## config.mk

```make
export PLATFORM = sky130hd
export DESIGN_NAME = cntr_step_gen
export DESIGN_NICKNAME = d
export VERILOG_FILES = /design/src/rtl/cntr_step_gen_pkg.sv /design/src/rtl/cntr_step_gen_sync2.sv /design/src/rtl/cntr_step_gen.sv
export SDC_FILE = /design/constraint.sdc
export NUM_CORES = 1
export LEC_CHECK = 0
export ABC_AREA = 1
export BUFFER_PORTS_ARGS = -buffer_cell sky130_fd_sc_hd__buf_2
export CAP_MARGIN = 10
export CORE_UTILIZATION = 40
export CTS_CLUSTER_SIZE = 40
export DETAILED_ROUTE_END_ITERATION = 10
export GPL_TIMING_DRIVEN = 0
export SLEW_MARGIN = 5
export SYNTH_ARGS = -nofsm -noshare
export SYNTH_HDL_FRONTEND = slang
export SYNTH_SLANG_ARGS = --single-unit
export TNS_END_PERCENT = 100
```

## constraint.sdc

```tcl
create_clock -name clk -period 1.6 [get_ports clk]
set_input_delay 0.32 -clock clk [delete_from_list [all_inputs] [get_ports clk]]
set_output_delay 0.32 -clock clk [all_outputs]
set_load 0.05 [all_outputs]
```

## src/rtl/cntr_step_gen_pkg.sv

```systemverilog
// Shared definitions for the counter step generator: debounce FSM state
// encodings and the default board clock rate.
package cntr_step_gen_pkg;

    // Debounce FSM states; the encoding is fixed so checkers can bind to it.
    typedef enum logic [1:0] {
        ST_IDLE         = 2'd0,
        ST_PRESS_WAIT   = 2'd1,
        ST_PRESSED      = 2'd2,
        ST_RELEASE_WAIT = 2'd3
    } state_t;

    // DE1-SoC system clock rate.
    localparam int CLK_HZ = 50000000;

endpackage

```

## src/rtl/cntr_step_gen_sync2.sv

```systemverilog
// Two-flop synchroniser for a single asynchronous level, with an
// asynchronous active-low reset to a parameterised idle value.
module sync2 #(
    parameter logic RST_VAL = 1'b0
) (
    input  logic clk,
    input  logic rst_n,
    input  logic d,
    output logic q
);

    logic meta;

    // Two-stage capture; the first stage may go metastable, the second settles it.
    always_ff @(posedge clk or negedge rst_n) begin
        if (!rst_n) begin
            meta <= RST_VAL;
            q    <= RST_VAL;
        end else begin
            meta <= d;
            q    <= meta;
        end
    end

endmodule

```

## src/rtl/cntr_step_gen.sv

```systemverilog
// Count-enable pulse generator for the 4-bit counter. Produces a single-cycle
// cin pulse either per debounced button press (button mode) or once every
// PRESCALE_DIV cycles (auto mode). hold suppresses pulses and freezes the
// prescaler. The debounce FSM state is exported on dbg_state for checkers.
module cntr_step_gen
    import cntr_step_gen_pkg::*;
#(
    parameter int PRESCALE_DIV    = CLK_HZ,
    parameter int DEBOUNCE_CYCLES = 1000000
) (
    input  logic   clk,
    input  logic   rst_n,
    input  logic   key_n,
    input  logic   auto_en,
    input  logic   hold,
    output logic   cin,
    output logic   key_level,
    output state_t dbg_state
);

    localparam int DCW = $clog2(DEBOUNCE_CYCLES + 1);
    localparam int PCW = $clog2(PRESCALE_DIV);
    localparam logic [DCW-1:0] DB_LAST = DCW'(DEBOUNCE_CYCLES - 1);
    localparam logic [PCW-1:0] PS_LAST = PCW'(PRESCALE_DIV - 1);

    logic           ks;           // synchronised key_n (1 = released)
    logic           as;           // synchronised auto_en
    state_t         state_q, state_d;
    logic [DCW-1:0] cnt_q, cnt_d;
    logic           key_level_d;
    logic           press_evt;
    logic [PCW-1:0] ps_q, ps_d;
    logic           tick;
    logic           cin_d;

    // Button idles released (high), so its synchroniser resets to 1.
    sync2 #(.RST_VAL(1'b1)) u_sync_key (
        .clk   (clk),
        .rst_n (rst_n),
        .d     (key_n),
        .q     (ks)
    );

    // Mode switch resets to button mode.
    sync2 #(.RST_VAL(1'b0)) u_sync_auto (
        .clk   (clk),
        .rst_n (rst_n),
        .d     (auto_en),
        .q     (as)
    );

    // Debounce FSM state, stability counter and debounced level registers.
    always_ff @(posedge clk or negedge rst_n) begin
        if (!rst_n) begin
            state_q   <= ST_IDLE;
            cnt_q     <= '0;
            key_level <= 1'b0;
        end else begin
            state_q   <= state_d;
            cnt_q     <= cnt_d;
            key_level <= key_level_d;
        end
    end

    // Debounce next-state: a level change is accepted only after
    // DEBOUNCE_CYCLES consecutive samples of the new level. Runs independent
    // of mode and hold so key_level always follows the button.
    always_comb begin
        state_d     = state_q;
        cnt_d       = cnt_q;
        key_level_d = key_level;
        press_evt   = 1'b0;
        unique case (state_q)
            ST_IDLE: begin
                if (!ks) begin
                    state_d = ST_PRESS_WAIT;
                    cnt_d   = '0;
                end
            end
            ST_PRESS_WAIT: begin
                if (ks) begin
                    state_d = ST_IDLE;
                    cnt_d   = '0;
                end else if (cnt_q == DB_LAST) begin
                    state_d     = ST_PRESSED;
                    key_level_d = 1'b1;
                    press_evt   = 1'b1;
                end else begin
                    cnt_d = cnt_q + 1'b1;
                end
            end
            ST_PRESSED: begin
                if (ks) begin
                    state_d = ST_RELEASE_WAIT;
                    cnt_d   = '0;
                end
            end
            ST_RELEASE_WAIT: begin
                if (!ks) begin
                    state_d = ST_PRESSED;
                    cnt_d   = '0;
                end else if (cnt_q == DB_LAST) begin
                    state_d     = ST_IDLE;
                    key_level_d = 1'b0;
                end else begin
                    cnt_d = cnt_q + 1'b1;
                end
            end
            default: begin
                state_d = ST_IDLE;
                cnt_d   = '0;
            end
        endcase
    end

    // Prescaler next count: cleared outside auto mode so re-enabling starts a
    // full period; frozen under hold; wraps after the terminal tick.
    always_comb begin
        tick = 1'b0;
        ps_d = ps_q;
        if (!as) begin
            ps_d = '0;
        end else if (!hold) begin
            if (ps_q == PS_LAST) begin
                tick = 1'b1;
                ps_d = '0;
            end else begin
                ps_d = ps_q + 1'b1;
            end
        end
    end

    // Prescaler count register.
    always_ff @(posedge clk or negedge rst_n) begin
        if (!rst_n) begin
            ps_q <= '0;
        end else begin
            ps_q <= ps_d;
        end
    end

    // Exclusive source select; a press seen in auto mode or under hold is dropped.
    always_comb begin
        cin_d = !hold && ((as && tick) || (!as && press_evt));
    end

    // Registered count-enable output.
    always_ff @(posedge clk or negedge rst_n) begin
        if (!rst_n) begin
            cin <= 1'b0;
        end else begin
            cin <= cin_d;
        end
    end

    assign dbg_state = state_q;

endmodule

```

==> run_results.csv <==
group,metric,value,unit
status,outcome,"finished with violations",
status,violations,"setup timing",
worst_setup_path,worst_setup_path_start_kind,"register",
detailed_routing,vias,2904,
logic_synthesis,yosysMostFrequentCell,"nand2_1",
global_routing,antenna_found_initial,0,
worst_setup_path,setup.worst_path.class,"reg -> reg",
global_routing,globalRouteOverflowTotal,0,
sta,worst_slew_pin_slew,0.699,ns
worst_setup_path,slowest_stage,"dfrtp_1",
detailed_routing,drtIter0Drc,113,
pwr,power.density,767,nW/µm²
cts,cts.reportedPaths.clkPinSlew,0.11,ns
floorplan,start_util,42.4,%
place,place.gp.congestion,0.865,
cts,clk_path_buf_depth,2,
sta,fin_crit,1.62,ns
final_layout,multi_input_area,1880,µm²
sta,maxSlewHeadroom,53.4,%
floorplan,core,7890,µm²
cts,cts.sinks,54,
final_layout,area_growth,16.9,%
logic_synthesis,ys.flop_type,"dfrtp_1",
sta,finalCritPeriodShare,101,%
hold_path,hold_path.class,"in -> async",
detailed_routing,wire_per_inst,12.9,µm
logic_synthesis,ys_seq_area_share,40.5,%
detailed_routing,postRouteAntennaNets,0,
logic_synthesis,synth_top_area_cell,"dfrtp_1",
logic_synthesis,syn-num-nets,462,
final_layout,drive_gt1_share,22.0,%
worst_setup_path,crit_fanout,6,
logic_synthesis,synthArstFlopShare,100,%
flow_run,cap_violations,0,
logic_synthesis,syn_area_per_cell,7.35,µm²
floorplan,die_x,93.5,µm
cts,htreeDepth,2,
final_layout,n_fill_cell,760,
detailed_routing,wirelength,7600,µm
sta,setup_violations,6,
detailed_routing,drc,0,
place,hpwl,5300,µm
sta,drv_slew,0,
floorplan,num_rows,32,
pwr,vdd_drop_max,662,µV
worst_setup_path,slowest_delay,0.43,ns
logic_synthesis,synth.area.top_cells,"dfrtp_1 39%, nand2_1 14%, nor2_1 7.5%",
final_layout,fin_nets,493,
global_routing,grt.total_usage,18.5,%
logic_synthesis,netlist_area,3350,µm²
sta,max_freq,616,MHz
detailed_routing,drt_first_pass_iters,4,
logic_synthesis,ys.warnings.count,0,
logic_synthesis,synth_seq_cells,54,
worst_setup_path,worstPathCellList,"ha_4 -> nand3_4 -> nor3_4 -> nand3_2 -> nand2_2 -> nand2_4 -> inv_8 -> clkbuf_16 -> nor2_2",
sta,whs,0.0386,ns
cts,hold_buffers,0,
final_layout,antenna_cells,0,
cts,cts_tree,"built",
worst_setup_path,crit_required,1.81,ns
logic_synthesis,synth.distinct_cells,34,
logic_synthesis,synth_edf_count,0,
final_layout,regArea,1360,µm²
global_routing,grt_max_degree,55,
floorplan,die_height,93.5,µm
sta,finClkSkew,0.0142,ns
worst_setup_path,rrSetupSlack,-0.02,ns
global_routing,grt_pass1_wl,12800,µm
final_layout,stdcell_area,3910,µm²
sta,worst_slack,-0.0240,ns
cts,numCtsBuffers,5,
global_routing,grt_pass1_vias,2742,
worst_setup_path,endpoint_kind,"register",
floorplan,io_pins,9,
logic_synthesis,synthTopCellsByCount,"123 x nand2_1, 67 x nor2_1, 52 x dfrtp_1, 49 x nand3_1, 48 x inv_1",
place,post_dp_cell_area,3510,µm²
sta,rsz0062_at_grt,"true",
cts,root_buffer,"clkbuf_8",
place,port_buffers,8,
cts,clk_latency,0.32,ns
detailed_routing,vias_per_cell,4.93,
logic_synthesis,synthCells,455,
pwr,p_leak,1.75,nW
worst_setup_path,arrival,1.83,ns
sta,hold_violations,0,
floorplan,die-area,8730,µm²
logic_synthesis,yosysTopAreaCellShare,38.9,%
==> cell families (layout without fill, tap and decap cells) <==
kind of cell / Yosys count / count (layout) / synth area share, %
AOI/OAI and AO/OA: 20 / 20 / 3.59
xor gates and xnor gates: 18 / 18 / 4.71
adders and majority gates: 2 / 2 / 0.748
buffers and inverters: 59 / 91 / 7.40
DFF: 54 / 54 / 40.5
and+or+nand+nor: 302 / 302 / 43.1
==> layout by cell type, fill, tap and decap left out, types with 3 or more instances in the layout <==
| cell type | n |
|---|---|
| inv_1 | 48 |
| o21ai_0 | 6 |
| nand4_1 | 11 |
| nand3_2 | 3 |
| buf_4 | 14 |
| buf_2 | 8 |
| xor2_1 | 9 |
| inv_4 | 4 |
| xnor2_1 | 9 |
| inv_2 | 3 |
| a21oi_1 | 6 |
| nand2_4 | 5 |
| nor2_2 | 21 |
| nand2_2 | 7 |
| clkbuf_8 | 5 |
| nor3_1 | 10 |
| nand3_4 | 4 |
| nor2_1 | 57 |
| nor2_4 | 11 |
| nand2_1 | 121 |
| nand3_1 | 47 |
| dfrtp_1 | 50 |
==> per-layer routing <==
metal / track usage, % / part of all wire, % / vias to the layer above
li1: - / - / 1504
met3: 3.01 / 3.4 / 9
met1: 27.5 / 52 / 1351
met2: 27.8 / 43 / 40
met4: 5.00 / 1.4 / 0
met5: 0 / 0 / -
==> state kept, by name, summed over array words and instances (netlist names), named ones only <==
register          flops
u_sync_key.q          1
dbg_state             1
ps_q                 26
u_sync_auto.meta      1
key_level             1
u_sync_auto.q         1
u_sync_key.meta       1
cnt_q                20
cin                   1
==> what timing repair did <==
action                     in CTS  in global routing
setup buffers                   1                 13
pin swaps                       1                  7
setup endpoints to repair      13                 31
resized for setup               2                 38
cloned                          0                  2
==> report_power, final <==
group	leakage, nW	switching (W)	internal (W)
sequential	0.734	0.0000761	0.00143
clock	0.0450	0.000479	0.000306
combinational	0.974	0.000462	0.000242
total	1.75	0.00102	0.00198
==> through the flow <==
step	std cells	util (%)	power [W]	worst slack, ns	TNS, ns
2_1_floorplan	455	-	0.00189	0.0665	0
3_3_place_gp	565	44.6	0.00205	0.0149	0
3_5_place_dp	565	44.6	0.00206	0.0161	0
4_1_cts	574	45.9	0.00285	0.00903	0
5_1_grt	589	49.6	0.00316	-0.0874	-1.17
6_report	589	49.6	0.00300	-0.0240	-0.0901
==> path summary, 6_finish.rpt <==
kind,start,to,cells after the start
min in group clk,key_n,u_sync_key.meta$_DFF_PN1_,1
hold reg to reg,u_sync_key.meta$_DFF_PN1_,u_sync_key.q$_DFF_PN1_,0
setup / recovery,ps_q[1]$_DFFE_PN0P_,ps_q[10]$_DFFE_PN0P_,9
setup reg to reg,ps_q[1]$_DFFE_PN0P_,ps_q[10]$_DFFE_PN0P_,9
hold / removal,rst_n,cnt_q[19]$_DFFE_PN0P_,1
max in group asynchronous,rst_n,dbg_state[0]$_DFFE_PN0P_,1
==> worst max-delay path: cells and delay by family, from the launching register on <==
kind	cells	cell delay, ns
DFF	1	0.43
buffers and inverters	2	0.23
adders and majority gates	1	0.18
and+or+nand+nor	6	0.67
==> layout make-up <==
class | count | area share, %
clock buffers | 6 | 1.86
well taps | 102 | 3.26
repair inverters | 1 | 0.416
repair buffers | 23 | 4.74
flip-flops and latches | 54 | 34.7
plain buffers | 2 | 0.640
multi-input cells | 342 | 48.1
clock inverters | 2 | 0.256
inverters | 57 | 6.05
No activity file was read; power rests on OpenSTA's default activity.
